<file path="src/rtl/hazard_stall_controller.sv">
// Pipeline hazard detector: tracks in-flight register writers after ID and
// stalls or bubbles the ID instruction on a RAW dependency it cannot forward.
module hazard_stall_controller #(
  parameter int unsigned REG_AW    = 5,
  parameter int unsigned DEPTH     = 3,
  parameter int unsigned FWD_MODE  = 1,
  parameter int unsigned CNT_W     = 16,
  parameter int unsigned MAX_STALL = 8
) (
  input  logic              clk,
  input  logic              rst,
  input  logic              id_valid,
  input  logic [REG_AW-1:0] src1,
  input  logic [REG_AW-1:0] src2,
  input  logic              use_src2,
  input  logic              is_branch,
  input  logic              wb_en,
  input  logic              is_load,
  input  logic [REG_AW-1:0] dest,
  input  logic              flush,
  output logic              stall,
  output logic              bubble,
  output logic [CNT_W-1:0]  stall_count,
  output logic              wdog_err,
  output logic [1:0]        state
);

  localparam int unsigned CONS_W = $clog2(MAX_STALL + 1);
  localparam logic [CONS_W-1:0] CONS_MAX = CONS_W'(MAX_STALL);

  typedef struct packed {
    logic              v;
    logic              wb;
    logic              ld;
    logic [REG_AW-1:0] dst;
  } entry_t;

  typedef enum logic [1:0] {
    ST_RUN   = 2'd0,
    ST_STALL = 2'd1,
    ST_FLUSH = 2'd2
  } state_t;

  entry_t [DEPTH-1:0] trk_q, trk_d;
  state_t             state_q, state_d;
  logic [CNT_W-1:0]   stall_count_q, stall_count_d;
  logic [CONS_W-1:0]  cons_q, cons_d;
  logic               wdog_q, wdog_d;

  logic [DEPTH-1:0]   match;
  logic               match1;
  logic               hz;
  logic               stall_int;

  // Hazard detection against every tracked stage.
  always_comb begin
    match  = '0;
    match1 = 1'b0;
    for (int unsigned k = 0; k < DEPTH; k++) begin
      match[k] = trk_q[k].v & trk_q[k].wb & (trk_q[k].dst != '0) &
                 ((src1 == trk_q[k].dst) | (use_src2 & (src2 == trk_q[k].dst)));
      if (k == 1) match1 = match[k];
    end
  end

  // With forwarding only load-use into EXE and branch operands resolved in ID
  // (needing EXE or MEM results) still stall.
  always_comb begin
    hz = 1'b0;
    if (FWD_MODE == 0) begin
      hz = |match;
    end else begin
      hz = (match[0] & trk_q[0].ld) | (is_branch & (match[0] | match1));
    end
  end

  assign stall_int = id_valid & hz & ~flush;
  assign stall     = stall_int;
  assign bubble    = stall_int;

  // Tracker shifts every edge; a stalled or flushed slot enters as invalid.
  always_comb begin
    trk_d = trk_q;
    for (int unsigned k = 1; k < DEPTH; k++) begin
      trk_d[k] = trk_q[k-1];
    end
    trk_d[0].v   = id_valid & ~stall_int & ~flush;
    trk_d[0].wb  = wb_en;
    trk_d[0].ld  = is_load;
    trk_d[0].dst = dest;
    if (flush) begin
      for (int unsigned k = 0; k < DEPTH; k++) begin
        trk_d[k].v = 1'b0;
      end
    end
  end

  always_comb begin
    state_d = state_q;
    if (flush) begin
      state_d = ST_FLUSH;
    end else begin
      case (state_q)
        ST_RUN:   if (stall_int) state_d = ST_STALL;
        ST_STALL: if (!stall_int) state_d = ST_RUN;
        ST_FLUSH: state_d = ST_RUN;
        default:  state_d = ST_RUN;
      endcase
    end
  end

  always_comb begin
    stall_count_d = stall_count_q;
    if (stall_int && (stall_count_q != '1)) begin
      stall_count_d = stall_count_q + 1'b1;
    end

    cons_d = cons_q;
    if (flush || !stall_int) begin
      cons_d = '0;
    end else if (cons_q != CONS_MAX) begin
      cons_d = cons_q + 1'b1;
    end

    // Raised on the same edge the consecutive count reaches the limit.
    wdog_d = wdog_q | (cons_d == CONS_MAX);
  end

  always_ff @(posedge clk or posedge rst) begin
    if (rst) begin
      trk_q         <= '0;
      state_q       <= ST_RUN;
      stall_count_q <= '0;
      cons_q        <= '0;
      wdog_q        <= 1'b0;
    end else begin
      trk_q         <= trk_d;
      state_q       <= state_d;
      stall_count_q <= stall_count_d;
      cons_q        <= cons_d;
      wdog_q        <= wdog_d;
    end
  end

  assign stall_count = stall_count_q;
  assign wdog_err    = wdog_q;
  assign state       = state_q;

endmodule

</file>
<file path="config.mk">
export PLATFORM = sky130hd
export DESIGN_NAME = hazard_stall_controller
export DESIGN_NICKNAME = d
export VERILOG_FILES = /design/src/rtl/hazard_stall_controller.sv
export SDC_FILE = /design/constraint.sdc
export NUM_CORES = 1
export LEC_CHECK = 0
export BUFFER_PORTS_ARGS = -buffer_cell sky130_fd_sc_hd__buf_2
export CORE_ASPECT_RATIO = 0.8
export CORE_UTILIZATION = 45
export CTS_BUF_LIST = sky130_fd_sc_hd__clkbuf_4 sky130_fd_sc_hd__clkbuf_8 sky130_fd_sc_hd__clkbuf_16
export DETAILED_ROUTE_END_ITERATION = 8
export GPL_ROUTABILITY_DRIVEN = 1
export PLACE_DENSITY = 0.78
export SYNTH_ARGS = -nofsm -noshare
export SYNTH_HDL_FRONTEND = slang
export SYNTH_SLANG_ARGS = --single-unit
</file>
<file path="constraint.sdc">
create_clock -name clk -period 3.5 [get_ports clk]
set_clock_uncertainty 0.05 [all_clocks]
set_input_delay 0.7 -clock clk [delete_from_list [all_inputs] [get_ports clk]]
set_output_delay 0.7 -clock clk [all_outputs]
set_load 0.05 [all_outputs]
</file>
# Yosys cells after proc, flatten, opt, wreduce, memory -nomap -nowiden
# Cells that the tools add are included.
[word_totals]
ff_bits = 38
input_bits = 23
out_inout_bits = 21
wordCells = 59
[op_classes]
add_sub_neg = 2
n_eq_ne = 10
mux = 8
bitwise_logic = 21
reduce_logical = 7
[ops]
columns = ["op", "n"]
rows = [
  ["equality test 5 bit", 4],
  ["adder 16 x 1 -> 16 bit, second input constant", 1],
  ["!= test 16 bit, second input constant", 1],
  ["AND 1 bit", 14],
  ["nonzero test 5 bit", 2],
  ["2-to-1 mux 4 bit", 2],
  ["2-to-1 mux 2 bit", 3],
  ["!= test 3 bit, second input constant", 2],
  ["OR 1 bit", 5],
  ["adder 4 x 1 -> 4 bit, second input constant", 1],
  ["equality test 4 bit, second input constant", 1],
  ["!= test 4 bit, second input constant", 1],
  ["case mux 2 bit (2 select lines)", 1],
  ["equality test 2 x 1 -> 1 bit, second input constant", 1],
  ["logical NOT 2 bit", 1],
  ["2-to-1 mux 1 bit", 2],
  ["inverter 1 bit", 2],
  ["AND reduction 2 bit", 1],
  ["logical AND 1 bit", 1],
  ["logical NOT 1 bit", 1],
  ["logical OR 1 bit", 1],
]

# Longest topological paths before layout
[logic_depth]
ltp_word = 14
ltp_mapped = 8
mapped_depth_nobuf = 8

# Worst setup path after synthesis
# Ideal clock, no wire load.
[synth_path]
path_kind = "input port to output port"
start = "input port src2[2]"
end = "output port stall"
t_arrival_ns = 2.627
required_ns = 2.750
slack_ns = 0.123
path_stages = 7
path_buffers = 1
path_cell_list = "xor2_1 nor4_2 a32oi_1 o32a_4 or2_2 inv_1 buf_4"
[synth_between]
elab_chain_cells = 9
word_cells_on_any_way = 14
classes_between = "2 x eq/ne; 12 x bitwise"
[synth_rtl]
columns = ["element", "line_no", "text"]
rows = [
  ["start, declared", "14", "input logic [REG_AW-1:0] src2,"],
  ["equality test 5 bit", "61", "((src1 == trk_q[k].dst) | (use_src2 & (src2 == trk_q[k].dst)));"],
  ["AND 1 bit", "61", ""],
  ["OR 1 bit", "61", ""],
  ["AND 1 bit", "60", "match[k] = trk_q[k].v & trk_q[k].wb & (trk_q[k].dst != '0) &"],
  ["OR 1 bit", "73", "hz = (match[0] & trk_q[0].ld) | (is_branch & (match[0] | match1));"],
  ["AND 1 bit", "73", ""],
  ["OR 1 bit (*)", "73", ""],
  ["AND 1 bit (*) (2 in a row)", "77", "assign stall_int = id_valid & hz & ~flush;"],
  ["end, declared", "21", "output logic stall,"],
]
# Every way passes the cells marked *; elsewhere a longest branch is shown, timed or not.

# Worst setup path after layout
# Same ends and word-level chain as after synthesis.

==> impl_metrics.tcl <==
set metrics [dict create \
    numPortBuffers 43 \
    hold_viol 0 \
    path_buf_inv 3 \
    synth_area_leader_cell "dfrtp_1" \
    power_uw 903 \
    drt-wirelength-per-cell_um 12.4 \
    slew_viol_final 0 \
    rows 20 \
    synth_ff_type "dfrtp_1" \
    die_h_um 58.9 \
    tns_ps 0 \
    grt-ovfl-total 0 \
    slowest_delay_ps 390 \
    postCtsSetupBuffers 0 \
    syn-cell-area_um2 1820 \
    ctsHoldBuffers 0 \
    syn_to_final_growth_pct 21.6 \
    postLayoutCellArea_um2 2210 \
    syn_nets 183 \
    status "finished clean" \
    clk_latency_ps 290 \
    synthArstFlopShare_pct 100 \
    synthCells 157 \
    cp.arrival_ps 2540 \
    cts_resized 0 \
    cpMaxStageDelayCell "o32a_4" \
    worstPathRequired_ps 2750 \
    worst_pin_slew_ps 866 \
    cts_root_buffer "clkbuf_8" \
    wirelength_um 3260 \
    regToRegSetupSlack_ps 1120 \
    start_kind "input pin" \
    ant_nets 0 \
    synthTopCellsByArea "dfrtp_1 52%, xor2_1 15%, nor4_2 3.4%" \
    grt_max_degree 25 \
    worstSetupPathType "in2out" \
    max_freq_mhz 304 \
    place_congestion 0.831 \
    first_iter_violations 43 \
    path_cells "buf_2 -> xor2_1 -> nor4_2 -> a32oi_1 -> o32a_4 -> or2_2 -> inv_1 -> buf_2" \
    min_period_ps 3290 \
    ys_seq_area_share_pct 52.3 \
    yosys_warnings 0 \
    firstDrtPassIters 4 \
    worst_setup_path_end_kind "primary output" \
    coreArea_um2 3830 \
    start_util_pct 47.5 \
    synth_edf_count 0 \
    grt_pass1_wl_um 5420 \
    num_vias 1254 \
    fin_crit_sh_pct 94.0 \
    drive_above_1_share_pct 30.9 \
    ys_top_cells_by_count "38 x dfrtp_1, 32 x xor2_1, 13 x nor2_1" \
    yosysMostFrequentCell "dfrtp_1" \
    htreeDepth 2 \
    track_usage_pct 16.8 \
    synth_top_area_share_pct 52.3 \
    fin_ws_ps 211 \
    ys_types 34 \
    crit_family "simple AND/OR/NAND/NOR gates" \
    cts.path.max_buffers 2 \
    crit_top_cell "buf_2" \
    num-nets-final 232 \
    cellPowerDensity_nw_per_um2 408 \
    ios 44 \
    critPathMaxFanout 5 \
    ir_drop_uv 292 \
    setup_viol 0 \
    leakage_nw 1.13 \
    die_w_um 73.1 \
    avgSynthCellArea_um2 11.6 \
    post-route-util_pct 57.7 \
    drv_cap 0 \
    slew_headroom_pct 42.2 \
    pre_cts_slack_ps 199 \
    clock_sink_count 38 \
    holdCritPathClass "reg2reg" \
    dp_hpwl_um 2440 \
    clk_pin_slew_worst_paths_ps 70 \
    viasPerCell 4.79 \
    placed_area_um2 2100 \
    numCtsBuffers 5 \
    grt_pass1_vias 1216 \
    antenna_found_initial 0 \
    cts_tree "yes" \
    rsz0062_at_grt "false" \
    die_area_um2 4300 \
    synth-seq-cells 38 \
    antennaDiodeCount 0 \
    drc 0 \
]
## report_power, final
| part | internal, mW | leakage, nW | switching, mW | total, mW |
|---|---|---|---|---|
| sequential | 0.450 | 0.486 | 0.0108 | 0.460 |
| combinational | 0.0271 | 0.581 | 0.0401 | 0.0672 |
| clock | 0.229 | 0.0593 | 0.147 | 0.375 |
## registers in the layout, indices dropped and copies added, names as in the netlist
name	count
wdog_err	1
trk_q	2
stall_count	16
cons_q	4
state	2
trk_d	13
## cell families (layout without fill, tap and decap cells)
| group | after synthesis | count (layout) | share of synthesized area, % |
|---|---|---|---|
| DFF | 38 | 38 | 52.3 |
| adders and majority gates | 3 | 3 | 2.06 |
| AOI/OAI and AO/OA | 10 | 10 | 5.23 |
| buffers and inverters | 12 | 62 | 3.17 |
| and+or+nand+nor | 55 | 55 | 18.2 |
| xor gates and xnor gates | 37 | 37 | 17.8 |
| muxes | 2 | 2 | 1.17 |
## worst register-to-register path, stage by stage, from the launching register on
cell and delay (ps):
dfrtp_1 440, xor2_1 200, nor4_2 290, a32oi_1 150, o32a_4 390, buf_4 210, nor4b_1 410, xor2_1 190
## worst paths after layout
check | start | end | cells after the start
min in group asynchronous | rst | wdog_err | 2
max | src2[2] | stall | 8
max reg2reg | trk_d[10] | stall_count[12] | 7
max in group asynchronous | rst | stall_count[2] | 3
min reg2reg | trk_d[14] | trk_d[22] | 0
min | trk_d[14] | trk_d[22] | 0
## metrics by stage
step | cells | hold slack (ps)
after floorplan | 157 | 304
after global placement | 254 | 309
after detailed placement | 254 | 316
after CTS | 262 | 336
after global routing | 262 | 341
final | 262 | 329
## per-layer routing
| metal | routed length, µm | global-route usage, % |
|---|---|---|
| met2 | 1460 | 25.8 |
| met5 | 0 | 0 |
| met3 | 119 | 4.11 |
| met4 | 27 | 5.04 |
| met1 | 1650 | 23.7 |
## area by class of cell
class	count	area [µm²]
multi-input cells	107	810
clock inverters	1	30.0
flip-flops and latches	38	951
inverters	8	30.0
repair buffers	46	238
well taps	55	68.8
clock buffers	7	83.8
fillers	335	1620
## cell usage in the layout, fill, tap and decap left out, drive strengths merged, types with 2 or more instances in the layout
cell type	n
inv	8
xnor2	5
clkbuf	7
nand3	6
nor4b	3
a21oi	3
xor2	32
nand2	9
a32oi	2
buf	46
or4	2
nor2	13
nor4	9
ha	3
nor3	6
dfrtp	38
Power figures use the tool's default switching activity.
